[src/rtl/router_pkt_tx_pkg.sv]
// Shared types and header layout for the router packet transmitter.
package router_tx_pkg;

  // Transmitter sequencing states.
  typedef enum logic [2:0] {
    ST_IDLE    = 3'd0,
    ST_HEADER  = 3'd1,
    ST_PAYLOAD = 3'd2,
    ST_PARITY  = 3'd3,
    ST_GAP     = 3'd4
  } tx_state_e;

  // Header byte layout: length in the upper six bits, destination in the lower two.
  localparam int ADDR_LSB = 0;
  localparam int ADDR_W   = 2;
  localparam int LEN_LSB  = 2;
  localparam int LEN_W    = 6;
  localparam int MAX_LEN  = 63;

  // Pack destination and length into a header byte.
  function automatic logic [7:0] make_header(input logic [ADDR_W-1:0] addr,
                                             input logic [LEN_W-1:0]  len);
    logic [7:0] hdr;
    hdr = 8'h00;
    hdr[ADDR_LSB +: ADDR_W] = addr;
    hdr[LEN_LSB +: LEN_W]   = len;
    return hdr;
  endfunction

  // Final parity byte, optionally corrupted for negative testing of the router.
  function automatic logic [7:0] parity_out(input logic [7:0] acc, input logic invert);
    return invert ? ~acc : acc;
  endfunction

endpackage

[src/rtl/router_pkt_tx_if.sv]
// Router input-side bus: byte stream with valid, plus busy/error feedback.
interface router_pkt_tx_if;
  logic       packet_valid;
  logic [7:0] data;
  logic       busy;
  logic       err;

  modport master (output packet_valid, output data, input busy, input err);
  modport slave  (input packet_valid, input data, output busy, output err);
endinterface

[src/rtl/router_pkt_tx_fifo.sv]
// Payload byte buffer: first-word-fall-through, writes while full are dropped.
module router_tx_fifo #(
  parameter int DEPTH = 64,
  parameter int CNT_W = 7
) (
  input  logic             clock,
  input  logic             reset,
  input  logic             wr_en,
  input  logic [7:0]       wr_data,
  input  logic             rd_en,
  output logic [7:0]       rd_data,
  output logic [CNT_W-1:0] count,
  output logic             full
);

  localparam int PTR_W = (DEPTH < 2) ? 1 : $clog2(DEPTH);

  logic [7:0]       mem_r [DEPTH];
  logic [PTR_W-1:0] wr_ptr_r;
  logic [PTR_W-1:0] rd_ptr_r;
  logic [CNT_W-1:0] count_r;
  logic             wr_ok_s;
  logic             rd_ok_s;

  // Pointer advance with wrap, so DEPTH need not be a power of two.
  function automatic logic [PTR_W-1:0] ptr_next(input logic [PTR_W-1:0] p);
    return (p == PTR_W'(DEPTH - 1)) ? {PTR_W{1'b0}} : p + PTR_W'(1);
  endfunction

  // Fullness is judged before this cycle's pop, so a full-buffer write is lost.
  assign full    = (count_r == CNT_W'(DEPTH));
  assign wr_ok_s = wr_en && !full;
  assign rd_ok_s = rd_en && (count_r != {CNT_W{1'b0}});
  assign rd_data = mem_r[rd_ptr_r];
  assign count   = count_r;

  // Byte storage; contents need no reset since count gates every read.
  always_ff @(posedge clock) begin
    if (wr_ok_s) begin
      mem_r[wr_ptr_r] <= wr_data;
    end
  end

  // Pointer and occupancy bookkeeping.
  always_ff @(posedge clock or posedge reset) begin
    if (reset) begin
      wr_ptr_r <= {PTR_W{1'b0}};
      rd_ptr_r <= {PTR_W{1'b0}};
      count_r  <= {CNT_W{1'b0}};
    end else begin
      if (wr_ok_s) begin
        wr_ptr_r <= ptr_next(wr_ptr_r);
      end
      if (rd_ok_s) begin
        rd_ptr_r <= ptr_next(rd_ptr_r);
      end
      case ({wr_ok_s, rd_ok_s})
        2'b10:   count_r <= count_r + CNT_W'(1);
        2'b01:   count_r <= count_r - CNT_W'(1);
        default: count_r <= count_r;
      endcase
    end
  end

endmodule

[src/rtl/router_pkt_tx.sv]
// Router packet source: header, buffered payload, parity byte, then an idle gap.
module router_pkt_tx
  import router_tx_pkg::*;
#(
  parameter int DEPTH = 64,
  parameter int GAP   = 1
) (
  input  logic              clock,
  input  logic              reset,
  input  logic              pay_wr_en,
  input  logic [7:0]        pay_data,
  output logic              pay_full,
  output logic [6:0]        pay_count,
  input  logic              req_valid,
  input  logic [ADDR_W-1:0] req_addr,
  input  logic [LEN_W-1:0]  req_len,
  input  logic              req_bad_parity,
  output logic              req_ready,
  router_pkt_tx_if.master   rtr,
  output logic              tx_done,
  output logic              err_seen
);

  localparam int GAP_W = (GAP < 2) ? 1 : $clog2(GAP + 1);

  tx_state_e        state_r;
  logic [LEN_W-1:0] len_r;
  logic             bad_r;
  logic [LEN_W-1:0] remaining_r;
  logic [GAP_W-1:0] gap_r;
  logic [7:0]       acc_r;
  logic             pv_r;
  logic [7:0]       data_r;
  logic             tx_done_r;
  logic             err_seen_r;

  logic             accept_s;
  logic             pop_s;
  logic [7:0]       fifo_dout_s;
  logic [6:0]       pay_count_s;
  logic             pay_full_s;

  router_tx_fifo #(
    .DEPTH (DEPTH),
    .CNT_W (7)
  ) u_fifo (
    .clock   (clock),
    .reset   (reset),
    .wr_en   (pay_wr_en),
    .wr_data (pay_data),
    .rd_en   (pop_s),
    .rd_data (fifo_dout_s),
    .count   (pay_count_s),
    .full    (pay_full_s)
  );

  // A request is only taken once its whole payload is already buffered.
  assign req_ready = (state_r == ST_IDLE) && (pay_count_s >= {1'b0, req_len});
  assign accept_s  = req_valid && req_ready;

  // Pop the buffer head whenever the next displayed byte is payload.
  always_comb begin
    pop_s = 1'b0;
    if (!rtr.busy) begin
      case (state_r)
        ST_HEADER:  pop_s = (len_r != {LEN_W{1'b0}});
        ST_PAYLOAD: pop_s = (remaining_r > LEN_W'(1));
        default:    pop_s = 1'b0;
      endcase
    end else begin
      pop_s = 1'b0;
    end
  end

  // Packet sequencer with registered bus outputs; busy freezes every byte state.
  always_ff @(posedge clock or posedge reset) begin
    if (reset) begin
      state_r     <= ST_IDLE;
      len_r       <= {LEN_W{1'b0}};
      bad_r       <= 1'b0;
      remaining_r <= {LEN_W{1'b0}};
      gap_r       <= {GAP_W{1'b0}};
      acc_r       <= 8'h00;
      pv_r        <= 1'b0;
      data_r      <= 8'h00;
      tx_done_r   <= 1'b0;
    end else begin
      tx_done_r <= 1'b0;
      case (state_r)
        ST_IDLE: begin
          if (accept_s) begin
            len_r   <= req_len;
            bad_r   <= req_bad_parity;
            data_r  <= make_header(req_addr, req_len);
            acc_r   <= make_header(req_addr, req_len);
            pv_r    <= 1'b1;
            state_r <= ST_HEADER;
          end
        end
        ST_HEADER: begin
          if (!rtr.busy) begin
            if (len_r != {LEN_W{1'b0}}) begin
              data_r      <= fifo_dout_s;
              acc_r       <= acc_r ^ fifo_dout_s;
              remaining_r <= len_r;
              state_r     <= ST_PAYLOAD;
            end else begin
              data_r  <= parity_out(acc_r, bad_r);
              pv_r    <= 1'b0;
              state_r <= ST_PARITY;
            end
          end
        end
        ST_PAYLOAD: begin
          if (!rtr.busy) begin
            if (remaining_r > LEN_W'(1)) begin
              data_r      <= fifo_dout_s;
              acc_r       <= acc_r ^ fifo_dout_s;
              remaining_r <= remaining_r - LEN_W'(1);
            end else begin
              // Last payload byte was already folded into acc_r when popped.
              data_r  <= parity_out(acc_r, bad_r);
              pv_r    <= 1'b0;
              state_r <= ST_PARITY;
            end
          end
        end
        ST_PARITY: begin
          if (!rtr.busy) begin
            data_r    <= 8'h00;
            tx_done_r <= 1'b1;
            if (GAP == 0) begin
              state_r <= ST_IDLE;
            end else begin
              gap_r   <= GAP_W'(GAP);
              state_r <= ST_GAP;
            end
          end
        end
        ST_GAP: begin
          if (gap_r <= GAP_W'(1)) begin
            state_r <= ST_IDLE;
          end else begin
            gap_r <= gap_r - GAP_W'(1);
          end
        end
        default: begin
          state_r <= ST_IDLE;
          pv_r    <= 1'b0;
          data_r  <= 8'h00;
        end
      endcase
    end
  end

  // Sticky router error flag; a new error beats the clear from an accept.
  always_ff @(posedge clock or posedge reset) begin
    if (reset) begin
      err_seen_r <= 1'b0;
    end else if (rtr.err) begin
      err_seen_r <= 1'b1;
    end else if (accept_s) begin
      err_seen_r <= 1'b0;
    end else begin
      err_seen_r <= err_seen_r;
    end
  end

  assign rtr.packet_valid = pv_r;
  assign rtr.data         = data_r;
  assign tx_done          = tx_done_r;
  assign err_seen         = err_seen_r;
  assign pay_count        = pay_count_s;
  assign pay_full         = pay_full_s;

endmodule

[src/flat_wrapper.sv]
// flat-port wrapper written by rule: the top's interface ports become plain ports
module router_pkt_tx_flat import router_tx_pkg::*;
#(
  parameter int DEPTH = 64,
  parameter int GAP   = 1
)
  (clock, reset, pay_wr_en, pay_data, pay_full, pay_count, req_valid, req_addr, req_len, req_bad_parity, req_ready, tx_done, err_seen, rtr_packet_valid, rtr_data, rtr_busy, rtr_err);
  router_pkt_tx_if rtr_i ();
  input  logic clock;
  input  logic reset;
  input  logic pay_wr_en;
  input  logic [7:0] pay_data;
  output logic pay_full;
  output logic [6:0] pay_count;
  input  logic req_valid;
  input  logic [ADDR_W-1:0] req_addr;
  input  logic [LEN_W-1:0] req_len;
  input  logic req_bad_parity;
  output logic req_ready;
  output logic tx_done;
  output logic err_seen;
  output wire logic [$bits(rtr_i.packet_valid)-1:0] rtr_packet_valid;
  output wire logic [$bits(rtr_i.data)-1:0] rtr_data;
  input wire logic [$bits(rtr_i.busy)-1:0] rtr_busy;
  input wire logic [$bits(rtr_i.err)-1:0] rtr_err;
  assign rtr_packet_valid = rtr_i.packet_valid;
  assign rtr_data = rtr_i.data;
  assign rtr_i.busy = rtr_busy;
  assign rtr_i.err = rtr_err;
  router_pkt_tx #(.DEPTH(DEPTH), .GAP(GAP)) u_core (.clock(clock), .reset(reset), .pay_wr_en(pay_wr_en), .pay_data(pay_data), .pay_full(pay_full), .pay_count(pay_count), .req_valid(req_valid), .req_addr(req_addr), .req_len(req_len), .req_bad_parity(req_bad_parity), .req_ready(req_ready), .rtr(rtr_i), .tx_done(tx_done), .err_seen(err_seen));
endmodule
[config.mk]
export PLATFORM = sky130hd
export DESIGN_NAME = router_pkt_tx_flat
export DESIGN_NICKNAME = d
export VERILOG_FILES = /design/src/rtl/router_pkt_tx_pkg.sv /design/src/rtl/router_pkt_tx_if.sv /design/src/rtl/router_pkt_tx_fifo.sv /design/src/rtl/router_pkt_tx.sv /design/src/flat_wrapper.sv
export SDC_FILE = /design/constraint.sdc
export NUM_CORES = 1
export LEC_CHECK = 0
export ABC_AREA = 1
export CAP_MARGIN = 20
export CORE_MARGIN = 4
export CORE_UTILIZATION = 67
export CTS_CLUSTER_DIAMETER = 60
export DETAILED_ROUTE_END_ITERATION = 8
export PLACE_DENSITY = 0.85
export SLEW_MARGIN = 20
export SYNTH_ARGS = -nofsm -noshare
export SYNTH_HDL_FRONTEND = slang
export SYNTH_HIERARCHICAL = 1
export SYNTH_SLANG_ARGS = --single-unit
[constraint.sdc]
create_clock -name clock -period 6.6 [get_ports clock]
set_input_delay 1.32 -clock clock [delete_from_list [all_inputs] [get_ports clock]]
set_output_delay 1.32 -clock clock [all_outputs]
set_load 0.01 [all_outputs]
==> results of run 1 <==
-- flip-flops by register name (all words and copies together) (netlist names) --
signal                   cells
u_core/rtr.data              8
u_core/u_fifo/rd_ptr_r       6
u_core/u_fifo/count          7
u_core/u_fifo/mem_r        512
u_core/state_r               3
u_core/bad_r                 1
u_core/u_fifo/wr_ptr_r       6
u_core/acc_r                 8
u_core/rtr.packet_valid      1
u_core/len_r                 6
u_core/remaining_r           6
u_core/err_seen              1
u_core/tx_done               1
-- worst reg2reg max path, cell delays in order (launching register included) --
cell and delay [ns]:
dfrtp_4 0.80, inv_6 0.87, buf_4 0.81, nand2_1 0.16, nand3_1 0.12, nand2_1 0.10
a21oi_1 0.18, nand3_1 0.18, nand2_1 0.12, nand2_1 0.10, nand2_1 0.19, xor2_1 0.17
nand2_1 0.07, o21ai_0 0.08, nand3_1 0.09, nand2_1 0.10
-- metrics by stage --
stage | cells | power (mW) | utilization, % | worst slack, ns
after floorplan | 2240 | 7.58 | - | 2.92
after global placement | 2643 | 8.56 | 69.3 | 1.94
after detailed placement | 2643 | 8.72 | 69.3 | 1.89
after CTS | 2744 | 11.9 | 74.4 | 1.89
after global routing | 2744 | 12.6 | 74.4 | 1.65
final | 2744 | 12.0 | 74.4 | 1.87
-- kinds of logic after synthesis --
family | count (synthesis) | synth area share (%)
buffers and inverters | 186 | 4.13
AND/OR/NAND/NOR | 1339 | 23.3
multiplexers | 2 | 0.0818
flip-flops | 566 | 68.4
adder cells (fa/ha/maj) | 17 | 0.900
AO/OA/AOI/OAI | 104 | 2.26
XOR/XNOR | 26 | 0.931
-- report_power, final --
part           switching [mW]  total, mW  internal (mW)
combinational            3.02       4.29           1.27
sequential              0.394       4.57           4.17
clock                    1.33       3.18           1.85
-- synthesized netlist by cell type, types with 3 or more instances --
| master | n |
|---|---|
| nand2_1 | 721 |
| edfxtp_1 | 512 |
| nand3_1 | 408 |
| nor2_1 | 167 |
| buf_2 | 62 |
| inv_1 | 56 |
| dfrtp_1 | 54 |
| o21ai_0 | 51 |
| xor2_1 | 25 |
| a21oi_1 | 24 |
| buf_6 | 23 |
| nand4_1 | 17 |
| o21ai_1 | 17 |
| clkbuf_1 | 16 |
| ha_1 | 16 |
| buf_4 | 13 |
| inv_2 | 7 |
| nand2_2 | 7 |
| o21ai_2 | 5 |
| buf_1 | 4 |
| clkinv_1 | 3 |
| nand4_2 | 3 |
| nor2_2 | 3 |
| nor3_1 | 3 |
-- layout make-up --
type	instances	area, um2	share of cell area, %
Timing Repair Buffer	61	523	1.96
Clock buffer	65	1410	5.31
Multi-Input combinational cell	1488	6730	25.3
Clock inverter	36	410	1.54
Sequential cell	566	16700	62.8
Inverter	67	259	0.972
Tap cell	461	577	2.16
-- worst min path at each step --
stage | slack, ns | end | cells after the start
after global routing | 0.50 | u_core/rtr.data[3] | 2
after CTS | 0.48 | u_core/rtr.data[3] | 2
after floorplan | 0.48 | u_core/len_r[2] | 2
after detailed placement | 0.46 | u_core/rtr.data[3] | 2
after global placement | 0.45 | u_core/rtr.data[5] | 2
final | 0.47 | u_core/rtr.data[3] | 2
-- layer usage --
metal	GRT usage (%)	share of wire, %
met2	49.0	48
met4	11.9	4.3
met1	40.6	36
met5	0	0
met3	6.79	12
==> flow_summary.yaml, run 1 <==
drt:
  drt_pass1_iterations: 7
  wl_um: 59800
  vias_per_cell: 6.35
  ant_nets: 0
  drt_drc_violations_left: 0
  wl_per_cell_um: 21.8
  via_count: 17400
  drt_iter0_markers: 2462
timing:
  max_freq_ghz: 0.212
  rsz0062_at_grt: "false"
  slew_headroom_pct: 26.2
  fin_setup_tns_ns: 0
  worst_pin_slew_ns: 1.11
  period_needed_ns: 4.73
  fin_skew_ns: 0.0284
  fin_crit_sh_pct: 71.6
  setup_violations: 0
  hold_viol: 0
  maxSlewViolCount: 0
  timing.hold.ws_ns: 0.474
clock_tree:
  cts_buffers: 55
  clkTransAtPathRegs_ns: 0.06
  cts_sinks: 566
  clkLatencyLatePin_ns: 0.62
  cts_tree: "built"
  cts_root_buf: "clkbuf_16"
  h-tree-depth: 2
  ctsHoldBuffers: 0
  cts_resized: 0
  clockBufferDepth: 3
  cts_setup_buffers: 0
grt:
  grt_max_degree: 137
  grtUsageTotal_pct: 30.2
  grt_overflow: 0
  antenna_found_initial: 0
  grt_pass1_vias: 16900
  grt_pass1_wl_um: 92800
floorplan:
  pin_count: 43
  core_um2: 35800
  start_util_pct: 68.3
  die_w_um: 199
  die_area_um2: 39600
  die_y_um: 199
  rows: 69
placement:
  dpl.hpwl_um: 34300
  dpl-instance-area_um2: 24800
  place_congestion: 0.961
  numPortBuffers: 42
worst_setup_path:
  required_ns: 5.28
  crit_family: "buffers and inverters"
  crit_start: "req_len[5]"
  critPathCaptureType: "output port"
  rr_worst_depth: 15
  critical_path_class: "in -> out"
  cp.depth: 10
  worst_ep_arrival_time_ns: 3.41
  path_cells: "clkdlybuf4s50_1, inv_1, ha_1, nand2_1, nor2_1, nand2_1, nor2_1, nor2_1, nor4_1, clkdlybuf4s50_1"
  crit_fanout: 3
  ff2ff_setup_slack_ns: 2.38
  cpMostUsedCell: "nor2_1"
  critical-path-slowest-cell: "clkdlybuf4s50_1"
  r2r_start: "u_core/u_fifo/rd_ptr_r[0]"
  worstSetupEndpoint: "req_ready"
  slowest_delay_ns: 0.58
  reg2reg_to: "u_core/acc_r[5]"
  critPathBufInv: 3
  crit_path_start_kind: "input port"
logic_synthesis:
  ys_seq_area_share_pct: 68.4
  syn_inst: 2240
  synthFlopType: "edfxtp_1"
  synth_area_leaders: "edfxtp_1 (63%), nand2_1 (11%), nand3_1 (8.3%)"
  avgSynthCellArea_um2: 10.9
  ys_seq_elements: 566
  synth_edf_count: 512
  synth_area_um2: 24500
  yosysWarnings: 6
  synth_top_area_cell: "edfxtp_1"
  synth_cell_types: 43
  yosys.area.top_type_share_pct: 62.8
  async_flop_share_pct: 9.54
  syn-num-nets: 2280
power_and_ir_drop:
  p_leak_nw: 10.0
  peakVddDrop_uv: 287
  powerDensity_nw_per_um2: 452
final_layout:
  fin_nets: 2279
  fillCellCount: 2097
  fin_area_um2: 26600
  drive_above_1_share_pct: 6.18
  n_antenna_cell: 0
  mostFrequentLayoutCells: "nand2_1 (721), edfxtp_1 (512), nand3_1 (408), nor2_1 (167), inv_1 (56)"
  final_common_cell: "nand2_1"
  area_growth_pct: 8.91
run:
  cap_violations: 0
hold_path:
  min_from: "u_core/rtr.data[3]"
  hp-class: "reg -> reg"
run_status:
  status: "finished, final reports clean"
No activity file was read; power rests on OpenSTA's default activity.
==> run 2, diff against run 1 <==
Settings changed: CORE_UTILIZATION 67 to 56, PLACE_DENSITY 0.85 to 0.76.
Clock period 6.6 ns to 4.1 ns, I/O delays scaled along.
==> run 2 against run 1 <==
  * Utilization down 11 points
  * Sequential power is 56% higher
  * Critical path depth stayed put
  * Cell count rose by 6.6%
  * Register-to-register slack lost 1.5 ns
  * Clock skew fell by 0.0047 ns
  * Die area increased by 19%
  * Clock power is 62% higher
  * Via count shrank 4.3%
  * Power increased by 60%
  * Critical path type unchanged
  * Critical endpoint unchanged
  * Highest routed layer unchanged
==> flow_summary.yaml, run 2 (synthesized netlist as in run 1, its figures left out) <==
drt:
  drt_drc_violations_left: 0
  wl_um: 56800
  via_count: 16700
  ant_nets: 0
  drt_pass1_iterations: 6
  drt_iter0_markers: 1822
  wl_per_cell_um: 19.4
  vias_per_cell: 5.70
timing:
  slew_headroom_pct: 29.0
  period_needed_ns: 3.76
  hold_viol: 0
  fin_skew_ns: 0.0236
  setup_violations: 0
  timing.hold.ws_ns: 0.470
  fin_setup_tns_ns: 0
  maxSlewViolCount: 0
  rsz0062_at_grt: "false"
  fin_crit_sh_pct: 91.6
  max_freq_ghz: 0.266
  worst_pin_slew_ns: 1.06
worst_setup_path:
  rr_worst_depth: 13
  ff2ff_setup_slack_ns: 0.87
  r2r_start: "u_core/u_fifo/rd_ptr_r[2]"
  crit_fanout: 3
  required_ns: 3.28
  worst_ep_arrival_time_ns: 2.94
  reg2reg_to: "u_core/acc_r[7]"
  critical_path_class: "in -> out"
  critPathCaptureType: "output port"
  crit_path_start_kind: "input port"
placement:
  dpl.hpwl_um: 34900
  numPortBuffers: 42
  place_congestion: 0.926
floorplan:
  die_w_um: 217
  die_area_um2: 47100
  pin_count: 43
  start_util_pct: 56.7
  core_um2: 43200
  rows: 76
  die_y_um: 217
grt:
  grt_pass1_vias: 16200
  grt_pass1_wl_um: 89600
  antenna_found_initial: 0
  grt_max_degree: 178
  grt_overflow: 0
  grtUsageTotal_pct: 24.2
clock_tree:
  ctsHoldBuffers: 0
  cts_tree: "built"
  cts_sinks: 566
  cts_root_buf: "clkbuf_16"
  cts_buffers: 57
  cts_setup_buffers: 0
  clockBufferDepth: 3
  clkLatencyLatePin_ns: 0.61
  cts_resized: 0
  h-tree-depth: 2
  clkTransAtPathRegs_ns: 0.06
hold_path:
  min_from: "u_core/rtr.data[7]"
  hold_path_depth: 2
  hold_end: "u_core/rtr.data[7]"
  hp-class: "reg -> reg"
final_layout:
  largest_register_ffs: 512
  area_growth_pct: 11.6
  drive_above_1_share_pct: 8.38
  mostFrequentLayoutCells: "nand2_1 (721), edfxtp_1 (512), nand3_1 (408), nor2_1 (167), buf_4 (66)"
  regArea_um2: 16700
  final_common_cell: "nand2_1"
  n_antenna_cell: 0
  fillCellCount: 3294
  top_register: "u_core/u_fifo/mem_r"
  multi_input_area_um2: 6730
  fin_nets: 2334
run:
  cap_violations: 0
power_and_ir_drop:
  p_leak_nw: 10.4
  powerDensity_nw_per_um2: 707
  peakVddDrop_uv: 704
run_status:
  status: "finished, final reports clean"
## run 2: cell types whose count changed in the layout (fill, tap and decap cells not counted), sizes merged
cell	delta
buf	+53
clkbuf	+6
bufinv	-2
clkinv	-1
clkinvlp	+1
inv	-1
## run 2: area by class of cell
class                   count  share of cell area (%)
clock buffers              71                    5.49
clock inverters            33                    1.32
inverters                  67                   0.948
multi-input cells        1488                    24.6
flip-flops and latches    566                    61.3
well taps                 585                    2.68
repair buffers            114                    3.65
## run 2: per-layer routing
layer / up-vias / GRT usage [%] / part of all wire (%)
li1: 7832 / - / -
met1: 7954 / 32.6 / 40
met2: 781 / 40.4 / 49
met3: 109 / 4.68 / 9.2
met4: 0 / 7.78 / 2.6
met5: - / 0 / 0
## run 2: power by group
group / switching (mW) / internal, mW
combinational: 4.89 / 2.18
clock: 2.15 / 2.98
sequential: 0.385 / 6.72
## run 2: worst max-delay path by stage
stage	endpoint	depth (start not counted)	start
global route	req_ready	10	req_len[5]
detailed placement	req_ready	10	req_len[5]
CTS	req_ready	10	req_len[5]
global placement	req_ready	10	req_len[4]
floorplan	u_core/u_fifo/count[5]	19	u_core/remaining_r[0]
finish	req_ready	10	req_len[4]
## run 2: through the flow
step	area [um2]	power, mW	instances	setup WS [ns]	util, %
after floorplan	24500	12.2	2240	1.16	-
after global placement	25400	14.0	2820	0.338	58.9
after detailed placement	25400	14.1	2820	0.358	58.9
after CTS	27300	19.3	2924	0.350	63.3
after global routing	27300	20.4	2924	0.208	63.3
final	27300	19.3	2924	0.343	63.3
## run 2: critical path: stages
cell	delay [ns]
clkdlybuf4s50_1	0.52
inv_1	0.09
ha_1	0.29
nand2_1	0.06
nor2_1	0.12
nand2_1	0.07
nor2_1	0.10
nor2_1	0.09
nor4_1	0.20
clkdlybuf4s50_1	0.59
